[config.mk]
export PLATFORM = sky130hd
export DESIGN_NAME = hazard_scoreboard_flat
export DESIGN_NICKNAME = d
export VERILOG_FILES = /design/src/rtl/hazard_scoreboard_pkg.sv /design/src/rtl/hazard_scoreboard_if.sv /design/src/rtl/hazard_scoreboard_fwd_sel.sv /design/src/rtl/hazard_scoreboard.sv /design/src/flat_wrapper.sv
export SDC_FILE = /design/constraint.sdc
export NUM_CORES = 1
export LEC_CHECK = 0
export ABC_AREA = 1
export CAP_MARGIN = 20
export CORE_AREA = 4 4 92 94
export DETAILED_ROUTE_END_ITERATION = 12
export DIE_AREA = 0 0 96 98
export GPL_ROUTABILITY_DRIVEN = 1
export PLACE_DENSITY = 0.79
export SYNTH_ARGS = -nofsm -noshare
export SYNTH_HDL_FRONTEND = slang
export SYNTH_SLANG_ARGS = --single-unit
[constraint.sdc]
create_clock -name clk_i -period 2.8 [get_ports clk_i]
set_clock_uncertainty 0.15 [all_clocks]
set_input_delay 0.56 -clock clk_i [delete_from_list [all_inputs] [get_ports clk_i]]
set_output_delay 0.56 -clock clk_i [all_outputs]
set_load 0.02 [all_outputs]
[src/rtl/hazard_scoreboard_pkg.sv]
// Shared types and defaults for the register scoreboard and forwarding selector.
// Register addresses, the x1..x31 pending vector, and the "register file" select code.
package hazard_scoreboard_pkg;

    typedef logic [4:0]  reg_addr_t;
    typedef logic [31:1] sb_vec_t;

    localparam int FWD_SEL_REG        = 0;
    localparam int HZ_NUM_FWD_DEF     = 2;
    localparam int HZ_MAX_PENDING_DEF = 4;

    // x0 is hard-wired to zero, so it can never be pending.
    function automatic logic sb_is_pending(input sb_vec_t vec, input reg_addr_t addr);
        logic [31:0] full_vec;
        full_vec = {vec, 1'b0};
        return full_vec[addr];
    endfunction

    function automatic sb_vec_t sb_onehot(input reg_addr_t addr);
        logic [31:0] mask;
        mask = 32'd1 << addr;
        return mask[31:1];
    endfunction

endpackage

[src/rtl/hazard_scoreboard_if.sv]
// Decode/Execute/Writeback hazard signals between the pipeline (master) and the scoreboard (slave).
// Suffixes are from the scoreboard's point of view: _i into it, _o out of it.
interface hazard_scoreboard_if
    import hazard_scoreboard_pkg::*;
#(
    parameter int NUM_FWD = HZ_NUM_FWD_DEF,
    localparam int SEL_W  = $clog2(NUM_FWD + 1)
);

    logic                   valid_d_i;
    reg_addr_t              rs1_addr_d_i;
    reg_addr_t              rs2_addr_d_i;
    reg_addr_t              rd_addr_d_i;
    logic                   rs1_used_d_i;
    logic                   rs2_used_d_i;
    logic                   rd_wr_d_i;
    logic                   long_op_d_i;
    reg_addr_t              rs1_addr_e_i;
    reg_addr_t              rs2_addr_e_i;
    logic [NUM_FWD-1:0]     fwd_valid_i;
    logic [5*NUM_FWD-1:0]   fwd_rd_addr_i;
    logic                   wb_valid_i;
    logic                   wb_long_i;
    reg_addr_t              wb_rd_addr_i;
    logic                   pc_redirect_e_i;
    logic                   exec_stall_req_i;
    logic                   i_arvalid_i;
    logic                   i_arready_i;
    logic                   d_mem_req_i;
    logic                   d_mem_ready_i;

    logic                   stall_f_o;
    logic                   stall_d_o;
    logic                   stall_e_o;
    logic                   stall_m_o;
    logic                   stall_w_o;
    logic                   flush_f_o;
    logic                   flush_d_o;
    logic                   flush_e_o;
    logic [SEL_W-1:0]       forward_a_sel_o;
    logic [SEL_W-1:0]       forward_b_sel_o;
    logic                   sb_err_o;
    logic                   stall_timeout_o;

    modport master (
        output valid_d_i, rs1_addr_d_i, rs2_addr_d_i, rd_addr_d_i,
               rs1_used_d_i, rs2_used_d_i, rd_wr_d_i, long_op_d_i,
               rs1_addr_e_i, rs2_addr_e_i, fwd_valid_i, fwd_rd_addr_i,
               wb_valid_i, wb_long_i, wb_rd_addr_i,
               pc_redirect_e_i, exec_stall_req_i, i_arvalid_i, i_arready_i,
               d_mem_req_i, d_mem_ready_i,
        input  stall_f_o, stall_d_o, stall_e_o, stall_m_o, stall_w_o,
               flush_f_o, flush_d_o, flush_e_o,
               forward_a_sel_o, forward_b_sel_o, sb_err_o, stall_timeout_o
    );

    modport slave (
        input  valid_d_i, rs1_addr_d_i, rs2_addr_d_i, rd_addr_d_i,
               rs1_used_d_i, rs2_used_d_i, rd_wr_d_i, long_op_d_i,
               rs1_addr_e_i, rs2_addr_e_i, fwd_valid_i, fwd_rd_addr_i,
               wb_valid_i, wb_long_i, wb_rd_addr_i,
               pc_redirect_e_i, exec_stall_req_i, i_arvalid_i, i_arready_i,
               d_mem_req_i, d_mem_ready_i,
        output stall_f_o, stall_d_o, stall_e_o, stall_m_o, stall_w_o,
               flush_f_o, flush_d_o, flush_e_o,
               forward_a_sel_o, forward_b_sel_o, sb_err_o, stall_timeout_o
    );

endinterface

[src/rtl/hazard_scoreboard_fwd_sel.sv]
// Youngest-first forwarding matcher for one Execute operand; purely combinational, no backpressure.
// Output k+1 selects stage k, 0 selects the register file.
module hazard_fwd_sel
    import hazard_scoreboard_pkg::*;
#(
    parameter int NUM_FWD = HZ_NUM_FWD_DEF,
    localparam int SEL_W  = $clog2(NUM_FWD + 1)
) (
    input  logic [NUM_FWD-1:0]   fwd_valid_i,
    input  logic [5*NUM_FWD-1:0] fwd_rd_addr_i,
    input  reg_addr_t            rs_addr_i,
    output logic [SEL_W-1:0]     sel_o
);

    // Walk oldest to youngest so the youngest match is the last one written.
    always_comb begin
        sel_o = SEL_W'(FWD_SEL_REG);
        for (int k = NUM_FWD - 1; k >= 0; k--) begin
            if (fwd_valid_i[k] &&
                fwd_rd_addr_i[5*k +: 5] == rs_addr_i &&
                fwd_rd_addr_i[5*k +: 5] != 5'd0) begin
                sel_o = SEL_W'(k + 1);
            end
        end
    end

endmodule

[src/rtl/hazard_scoreboard.sv]
// Register scoreboard for long-latency writes plus pipeline stall/flush/forward control; outputs combinational,
// state updates on the next edge; Decode is held while hazards exist. Optional watchdog: HAZARD_SB_WATCHDOG_EN.
module hazard_scoreboard
    import hazard_scoreboard_pkg::*;
#(
    parameter int NUM_FWD       = HZ_NUM_FWD_DEF,
    parameter int MAX_PENDING   = HZ_MAX_PENDING_DEF,
    parameter int STALL_TIMEOUT = 1024
) (
    input  logic                 clk_i,
    input  logic                 rst_i,
    hazard_scoreboard_if.slave   hz
);

    localparam int CNT_W = $clog2(MAX_PENDING + 1);

    sb_vec_t          pending_q, pending_d;
    logic [CNT_W-1:0] pend_cnt_q, pend_cnt_d;
    logic             sb_err_q, sb_err_d;

    logic raw_hz, waw_hz, full_hz, sb_hazard;
    logic issue, retire, retire_hit;
    logic stall_m, stall_e, stall_d, stall_f;

    always_comb begin
        raw_hz = (hz.rs1_used_d_i && sb_is_pending(pending_q, hz.rs1_addr_d_i)) ||
                 (hz.rs2_used_d_i && sb_is_pending(pending_q, hz.rs2_addr_d_i));
        waw_hz = hz.rd_wr_d_i && sb_is_pending(pending_q, hz.rd_addr_d_i);
        full_hz = hz.long_op_d_i && (pend_cnt_q == CNT_W'(MAX_PENDING));
        sb_hazard = hz.valid_d_i && (raw_hz || waw_hz || full_hz);
    end

    // A redirect squashes Decode, so its hazard must neither stall nor bubble.
    assign stall_m = hz.d_mem_req_i && !hz.d_mem_ready_i;
    assign stall_e = stall_m || hz.exec_stall_req_i;
    assign stall_d = stall_e || (sb_hazard && !hz.pc_redirect_e_i);
    assign stall_f = stall_d || (hz.i_arvalid_i && !hz.i_arready_i);

    assign hz.stall_w_o = 1'b0;
    assign hz.stall_m_o = stall_m;
    assign hz.stall_e_o = stall_e;
    assign hz.stall_d_o = stall_d;
    assign hz.stall_f_o = stall_f;
    assign hz.flush_f_o = hz.pc_redirect_e_i;
    assign hz.flush_d_o = hz.pc_redirect_e_i;
    assign hz.flush_e_o = sb_hazard && !stall_e && !hz.pc_redirect_e_i;
    assign hz.sb_err_o  = sb_err_q;

    assign issue = hz.valid_d_i && !stall_d && !hz.pc_redirect_e_i &&
                   hz.long_op_d_i && hz.rd_wr_d_i && (hz.rd_addr_d_i != 5'd0);
    assign retire     = hz.wb_valid_i && hz.wb_long_i && (hz.wb_rd_addr_i != 5'd0);
    assign retire_hit = retire && sb_is_pending(pending_q, hz.wb_rd_addr_i);

    always_comb begin
        pending_d = pending_q;
        if (retire) begin
            pending_d = pending_d & ~sb_onehot(hz.wb_rd_addr_i);
        end
        if (issue) begin
            pending_d = pending_d | sb_onehot(hz.rd_addr_d_i);
        end

        pend_cnt_d = pend_cnt_q;
        unique case ({issue, retire_hit})
            2'b10:   pend_cnt_d = pend_cnt_q + CNT_W'(1);
            2'b01:   pend_cnt_d = pend_cnt_q - CNT_W'(1);
            default: pend_cnt_d = pend_cnt_q;
        endcase

        // Retiring a register that was never issued points at a pipeline bug upstream.
        sb_err_d = sb_err_q || (retire && !retire_hit);
    end

    always_ff @(posedge clk_i or posedge rst_i) begin
        if (rst_i) begin
            pending_q  <= '0;
            pend_cnt_q <= '0;
            sb_err_q   <= 1'b0;
        end else begin
            pending_q  <= pending_d;
            pend_cnt_q <= pend_cnt_d;
            sb_err_q   <= sb_err_d;
        end
    end

`ifdef HAZARD_SB_WATCHDOG_EN
    logic [15:0] wd_cnt_q, wd_cnt_d;
    logic        timeout_q, timeout_d;

    always_comb begin
        wd_cnt_d  = '0;
        if (stall_d) begin
            wd_cnt_d = (wd_cnt_q == 16'hFFFF) ? wd_cnt_q : wd_cnt_q + 16'd1;
        end
        timeout_d = timeout_q || (wd_cnt_d == 16'(STALL_TIMEOUT));
    end

    always_ff @(posedge clk_i or posedge rst_i) begin
        if (rst_i) begin
            wd_cnt_q  <= '0;
            timeout_q <= 1'b0;
        end else begin
            wd_cnt_q  <= wd_cnt_d;
            timeout_q <= timeout_d;
        end
    end

    assign hz.stall_timeout_o = timeout_q;
`else
    assign hz.stall_timeout_o = 1'b0;
`endif

    hazard_fwd_sel #(.NUM_FWD(NUM_FWD)) u_fwd_a (
        .fwd_valid_i   (hz.fwd_valid_i),
        .fwd_rd_addr_i (hz.fwd_rd_addr_i),
        .rs_addr_i     (hz.rs1_addr_e_i),
        .sel_o         (hz.forward_a_sel_o)
    );

    hazard_fwd_sel #(.NUM_FWD(NUM_FWD)) u_fwd_b (
        .fwd_valid_i   (hz.fwd_valid_i),
        .fwd_rd_addr_i (hz.fwd_rd_addr_i),
        .rs_addr_i     (hz.rs2_addr_e_i),
        .sel_o         (hz.forward_b_sel_o)
    );

endmodule

[src/flat_wrapper.sv]
// flat-port wrapper written by rule: the top's interface ports become plain ports
module hazard_scoreboard_flat import hazard_scoreboard_pkg::*;
#(
    parameter int NUM_FWD       = HZ_NUM_FWD_DEF,
    parameter int MAX_PENDING   = HZ_MAX_PENDING_DEF,
    parameter int STALL_TIMEOUT = 1024
)
  (clk_i, rst_i, hz_valid_d_i, hz_rs1_addr_d_i, hz_rs2_addr_d_i, hz_rd_addr_d_i, hz_rs1_used_d_i, hz_rs2_used_d_i, hz_rd_wr_d_i, hz_long_op_d_i, hz_rs1_addr_e_i, hz_rs2_addr_e_i, hz_fwd_valid_i, hz_fwd_rd_addr_i, hz_wb_valid_i, hz_wb_long_i, hz_wb_rd_addr_i, hz_pc_redirect_e_i, hz_exec_stall_req_i, hz_i_arvalid_i, hz_i_arready_i, hz_d_mem_req_i, hz_d_mem_ready_i, hz_stall_f_o, hz_stall_d_o, hz_stall_e_o, hz_stall_m_o, hz_stall_w_o, hz_flush_f_o, hz_flush_d_o, hz_flush_e_o, hz_forward_a_sel_o, hz_forward_b_sel_o, hz_sb_err_o, hz_stall_timeout_o);
  hazard_scoreboard_if #(.NUM_FWD(NUM_FWD)) hz_i ();
  input  logic clk_i;
  input  logic rst_i;
  input wire logic [$bits(hz_i.valid_d_i)-1:0] hz_valid_d_i;
  input wire logic [$bits(hz_i.rs1_addr_d_i)-1:0] hz_rs1_addr_d_i;
  input wire logic [$bits(hz_i.rs2_addr_d_i)-1:0] hz_rs2_addr_d_i;
  input wire logic [$bits(hz_i.rd_addr_d_i)-1:0] hz_rd_addr_d_i;
  input wire logic [$bits(hz_i.rs1_used_d_i)-1:0] hz_rs1_used_d_i;
  input wire logic [$bits(hz_i.rs2_used_d_i)-1:0] hz_rs2_used_d_i;
  input wire logic [$bits(hz_i.rd_wr_d_i)-1:0] hz_rd_wr_d_i;
  input wire logic [$bits(hz_i.long_op_d_i)-1:0] hz_long_op_d_i;
  input wire logic [$bits(hz_i.rs1_addr_e_i)-1:0] hz_rs1_addr_e_i;
  input wire logic [$bits(hz_i.rs2_addr_e_i)-1:0] hz_rs2_addr_e_i;
  input wire logic [$bits(hz_i.fwd_valid_i)-1:0] hz_fwd_valid_i;
  input wire logic [$bits(hz_i.fwd_rd_addr_i)-1:0] hz_fwd_rd_addr_i;
  input wire logic [$bits(hz_i.wb_valid_i)-1:0] hz_wb_valid_i;
  input wire logic [$bits(hz_i.wb_long_i)-1:0] hz_wb_long_i;
  input wire logic [$bits(hz_i.wb_rd_addr_i)-1:0] hz_wb_rd_addr_i;
  input wire logic [$bits(hz_i.pc_redirect_e_i)-1:0] hz_pc_redirect_e_i;
  input wire logic [$bits(hz_i.exec_stall_req_i)-1:0] hz_exec_stall_req_i;
  input wire logic [$bits(hz_i.i_arvalid_i)-1:0] hz_i_arvalid_i;
  input wire logic [$bits(hz_i.i_arready_i)-1:0] hz_i_arready_i;
  input wire logic [$bits(hz_i.d_mem_req_i)-1:0] hz_d_mem_req_i;
  input wire logic [$bits(hz_i.d_mem_ready_i)-1:0] hz_d_mem_ready_i;
  output wire logic [$bits(hz_i.stall_f_o)-1:0] hz_stall_f_o;
  output wire logic [$bits(hz_i.stall_d_o)-1:0] hz_stall_d_o;
  output wire logic [$bits(hz_i.stall_e_o)-1:0] hz_stall_e_o;
  output wire logic [$bits(hz_i.stall_m_o)-1:0] hz_stall_m_o;
  output wire logic [$bits(hz_i.stall_w_o)-1:0] hz_stall_w_o;
  output wire logic [$bits(hz_i.flush_f_o)-1:0] hz_flush_f_o;
  output wire logic [$bits(hz_i.flush_d_o)-1:0] hz_flush_d_o;
  output wire logic [$bits(hz_i.flush_e_o)-1:0] hz_flush_e_o;
  output wire logic [$bits(hz_i.forward_a_sel_o)-1:0] hz_forward_a_sel_o;
  output wire logic [$bits(hz_i.forward_b_sel_o)-1:0] hz_forward_b_sel_o;
  output wire logic [$bits(hz_i.sb_err_o)-1:0] hz_sb_err_o;
  output wire logic [$bits(hz_i.stall_timeout_o)-1:0] hz_stall_timeout_o;
  assign hz_i.valid_d_i = hz_valid_d_i;
  assign hz_i.rs1_addr_d_i = hz_rs1_addr_d_i;
  assign hz_i.rs2_addr_d_i = hz_rs2_addr_d_i;
  assign hz_i.rd_addr_d_i = hz_rd_addr_d_i;
  assign hz_i.rs1_used_d_i = hz_rs1_used_d_i;
  assign hz_i.rs2_used_d_i = hz_rs2_used_d_i;
  assign hz_i.rd_wr_d_i = hz_rd_wr_d_i;
  assign hz_i.long_op_d_i = hz_long_op_d_i;
  assign hz_i.rs1_addr_e_i = hz_rs1_addr_e_i;
  assign hz_i.rs2_addr_e_i = hz_rs2_addr_e_i;
  assign hz_i.fwd_valid_i = hz_fwd_valid_i;
  assign hz_i.fwd_rd_addr_i = hz_fwd_rd_addr_i;
  assign hz_i.wb_valid_i = hz_wb_valid_i;
  assign hz_i.wb_long_i = hz_wb_long_i;
  assign hz_i.wb_rd_addr_i = hz_wb_rd_addr_i;
  assign hz_i.pc_redirect_e_i = hz_pc_redirect_e_i;
  assign hz_i.exec_stall_req_i = hz_exec_stall_req_i;
  assign hz_i.i_arvalid_i = hz_i_arvalid_i;
  assign hz_i.i_arready_i = hz_i_arready_i;
  assign hz_i.d_mem_req_i = hz_d_mem_req_i;
  assign hz_i.d_mem_ready_i = hz_d_mem_ready_i;
  assign hz_stall_f_o = hz_i.stall_f_o;
  assign hz_stall_d_o = hz_i.stall_d_o;
  assign hz_stall_e_o = hz_i.stall_e_o;
  assign hz_stall_m_o = hz_i.stall_m_o;
  assign hz_stall_w_o = hz_i.stall_w_o;
  assign hz_flush_f_o = hz_i.flush_f_o;
  assign hz_flush_d_o = hz_i.flush_d_o;
  assign hz_flush_e_o = hz_i.flush_e_o;
  assign hz_forward_a_sel_o = hz_i.forward_a_sel_o;
  assign hz_forward_b_sel_o = hz_i.forward_b_sel_o;
  assign hz_sb_err_o = hz_i.sb_err_o;
  assign hz_stall_timeout_o = hz_i.stall_timeout_o;
  hazard_scoreboard #(.NUM_FWD(NUM_FWD), .MAX_PENDING(MAX_PENDING), .STALL_TIMEOUT(STALL_TIMEOUT)) u_core (.clk_i(clk_i), .rst_i(rst_i), .hz(hz_i));
endmodule
==> flow_summary.ini <==
[run_status]
status = finished clean

[synth]
ys_seq_elements = 35
yosysSeqAreaShare_pct = 24.43
ys_warn_count = 0
netlist_area_sq_mm = 0.003585
avgSynthCellArea_sq_um = 6.005
synthCells = 597
yosysUniqueCellTypes = 33

[timing]
clock.fmax_mhz = 362.5
final_hold_viol_count = 0
setup_viol_count_final = 0
final_max_slew_viol_count = 0
grt_setup_unrepaired = yes
period_needed_ns = 2.759
min_period_over_period_pct = 98.53

[worst_setup_path]
slowest_delay_ns = 0.36
r2r_cells = 19
required_ns = 2.87
cp.depth = 15
critPathArrivalTime_ns = 2.82
slowest_stage = fa_2
worstSetupStartpointType = input pin
crit_buf_inv = 2
crit_path_max_fanout = 8
cp-end-kind = flop
timing.critical_path.cells = clkdlybuf4s15_1 -> nand2_2 -> o22ai_2 -> a221oi_1 -> nand2_1 -> nand3_2 -> nand3_1 -> o21ai_2 -> nor2_2 -> ha_4 -> inv_2 -> fa_2 -> a21oi_2 -> o21ai_1 -> xnor2_1
critPathTopFamily = simple AND/OR/NAND/NOR gates
crit_type = in2reg

[die]
io_pins = 71
die_area_sq_mm = 0.009408
die_h_um = 98
coreArea_sq_mm = 0.007647
rows = 32
die_w_um = 96
initial_core_util_pct = 46.88

[layout]
antennaDiodeCount = 0
final_layout_size_suffix_gt1_share_pct = 29.05
final_area_sq_mm = 0.005520
final_core_util_pct = 72.19
fin_nets = 805
syn_to_final_growth_pct = 54.00

[run]
maxCapViolCount = 0

[clocking]
hold_buffers = 0
clk_path_buf_depth = 2
clock-sinks = 35
cts_made_buffers = 5
insertion_delay_ns = 0.30
cts_tree = done
cts_root_buf = clkbuf_8
clkTransAtPathRegs_ns = 0.08
htreeDepth = 2

[routing]
wl_met2_um = 6907
drt-total-wl_um = 15070
maxUsedRoutingLayer = met4
vias = 5003
drt_iter0_drc = 521
drc_errors = 0
dr_wl_met3_um = 1615
viasPerCell = 5.893
wl_met1_um = 5667
final_antenna_net_count = 0
firstDrtPassIters = 5
wl_per_cell_um = 17.75

[worst_hold_path]
hold_path_class = reg2reg
whs_path_depth = 2

[global_routing]
grt_pass1_vias = 4753
grt_max_degree = 36
grt_pass1_wl_um = 22970
grt-ovfl-total = 0
grt.total_usage_pct = 30.96
antenna_found_initial = 0

[pwr]
ir_worst_vdd_v = 0.0002521
power.share.clock_pct = 28.2
powerDensity_mw_per_mm2 = 317.2
combinationalPowerShare_pct = 39.1
power_switching_w = 0.0006106
p_int_w = 0.001140
switching_share_pct = 34.87
pwr-share-seq_pct = 32.6
leakage_nw = 2.754

[placement]
hpwlAfterDp_um = 10680
place.gp.congestion = 1.089
portBuffers = 68
post_dp_cell_area_sq_mm = 0.004936
## registers in the layout, indices dropped and copies added (netlist names)
name,cells
u_core.pending_q,31
u_core.pend_cnt_q,3
u_core.hz.sb_err_o,1
## synthesized netlist by cell type (all sizes together)
| library cell | instances | area, sq um |
|---|---|---|
| nor4 | 7 | 43.79 |
| nor3 | 5 | 25.02 |
| ha | 1 | 12.51 |
| xnor2 | 7 | 61.31 |
| nor2 | 54 | 205.2 |
| a21oi | 4 | 20.02 |
| conb | 1 | 3.750 |
| buf | 25 | 185.2 |
| nand3 | 99 | 495.5 |
| o22ai | 7 | 43.79 |
| a221oi | 8 | 70.07 |
| dfrtp | 35 | 875.8 |
| inv | 73 | 274.0 |
| a2111oi | 1 | 8.760 |
| o211ai | 1 | 7.510 |
| a22oi | 2 | 15.01 |
| o21ai | 47 | 246.5 |
| nand3b | 1 | 7.510 |
| nand4 | 33 | 206.5 |
| a211oi | 2 | 15.01 |
| clkbuf | 10 | 37.54 |
| fa | 1 | 20.02 |
| clkinv | 1 | 3.750 |
| xor2 | 8 | 70.07 |
| nand2 | 162 | 613.1 |
| o2111ai | 2 | 17.52 |
## cell usage in the layout (no fill, tap or decap), types with 6 or more instances in the layout
| master | netlist | layout |
|---|---|---|
| nand2_1 | 160 | 150 |
| buf_4 | 7 | 93 |
| nand3_1 | 99 | 85 |
| nor2_1 | 53 | 47 |
| inv_1 | 69 | 46 |
| clkdlybuf4s50_1 | 0 | 43 |
| o21ai_0 | 46 | 34 |
| nand4_1 | 33 | 33 |
| dfrtp_1 | 35 | 31 |
| inv_2 | 4 | 24 |
| nand3_2 | 0 | 13 |
| nand2_2 | 2 | 9 |
| buf_6 | 7 | 9 |
| xor2_1 | 8 | 8 |
| o21ai_1 | 0 | 7 |
| xnor2_1 | 7 | 7 |
| buf_2 | 10 | 7 |
| nor2_2 | 1 | 6 |
| a221oi_1 | 8 | 6 |
| clkbuf_8 | 0 | 6 |
## power by group through the flow
| stage | clock [W] | combinational, W | sequential, W |
|---|---|---|---|
| after floorplan | 0 | 0.000318 | 0.000571 |
| after global placement | 0 | 0.000568 | 0.000578 |
| after detailed placement | 0 | 0.000585 | 0.000579 |
| after CTS | 0.000496 | 0.000611 | 0.000570 |
| after global routing | 0.000518 | 0.000742 | 0.000575 |
| final | 0.000494 | 0.000685 | 0.000571 |
## stage by stage
step           hold slack [ns]  std cells  setup TNS, ns  power [W]  setup WS, ns
5_1_grt                 0.3477        849        -0.2459   0.001835       -0.1015
6_report                0.3175        849              0   0.001751       0.04109
3_5_place_dp            0.3015        828         -10.92   0.001164       -0.8222
2_1_floorplan           0.2965        598      -0.008970  0.0008889     -0.008970
3_3_place_gp            0.2962        828         -9.248   0.001146       -0.8001
4_1_cts                 0.3218        839      -0.007484   0.001676     -0.007484
## worst paths after layout
path	endpoint	from	slack [ns]
setup / recovery	u_core.pend_cnt_q[2]	hz_wb_rd_addr_i[1]	0.04
hold / removal	u_core.hz.sb_err_o	u_core.hz.sb_err_o	0.32
setup reg to reg	u_core.pend_cnt_q[2]	u_core.pending_q[27]	0.09
hold reg to reg	u_core.hz.sb_err_o	u_core.hz.sb_err_o	0.32
max in group asynchronous	u_core.pending_q[3]	rst_i	1.59
min in group asynchronous	u_core.pending_q[27]	rst_i	0.51
## per-layer routing
layer	GRT usage [%]	up-vias
met5	0	-
met4	16.19	0
met3	5.701	92
met2	49.81	351
met1	38.83	2276
li1	-	2284
## final cells by class
cell class              instances  area (sq um)
clock buffers                   6         82.58
multi-input cells             454          2489
well taps                     102         127.6
clock inverters                 2         35.03
inverters                      74         300.3
repair inverters                1         8.758
repair buffers                175          1597
fillers                       635          2127
flip-flops and latches         35         880.8
## worst min-delay path: stages, from the launching register on
cell and delay [ns]:
dfrtp_1 0.35, inv_1 0.04, nand2_1 0.05
## what timing repair did
action                                  4_1_cts  5_1_grt
pin swaps                                     9       41
cloned                                        2        3
endpoints found under the hold margin         0        0
gates resized for setup                      91      101
buffers inserted                              1        7
endpoints found under the setup margin       10        9
## cell families (layout without fill, tap and decap cells)
logic type / after synthesis / count (layout) / synth area share, %
AO/OA/AOI/OAI: 74 / 74 / 12.39
other: 1 / 2 / 0.1046
buffers and inverters: 109 / 258 / 13.96
flip-flops: 35 / 35 / 24.43
AND/OR/NAND/NOR: 361 / 361 / 44.54
adder cells (fa/ha/maj): 2 / 2 / 0.9075
XOR/XNOR: 15 / 15 / 3.665
Power figures use the tool's default switching activity.
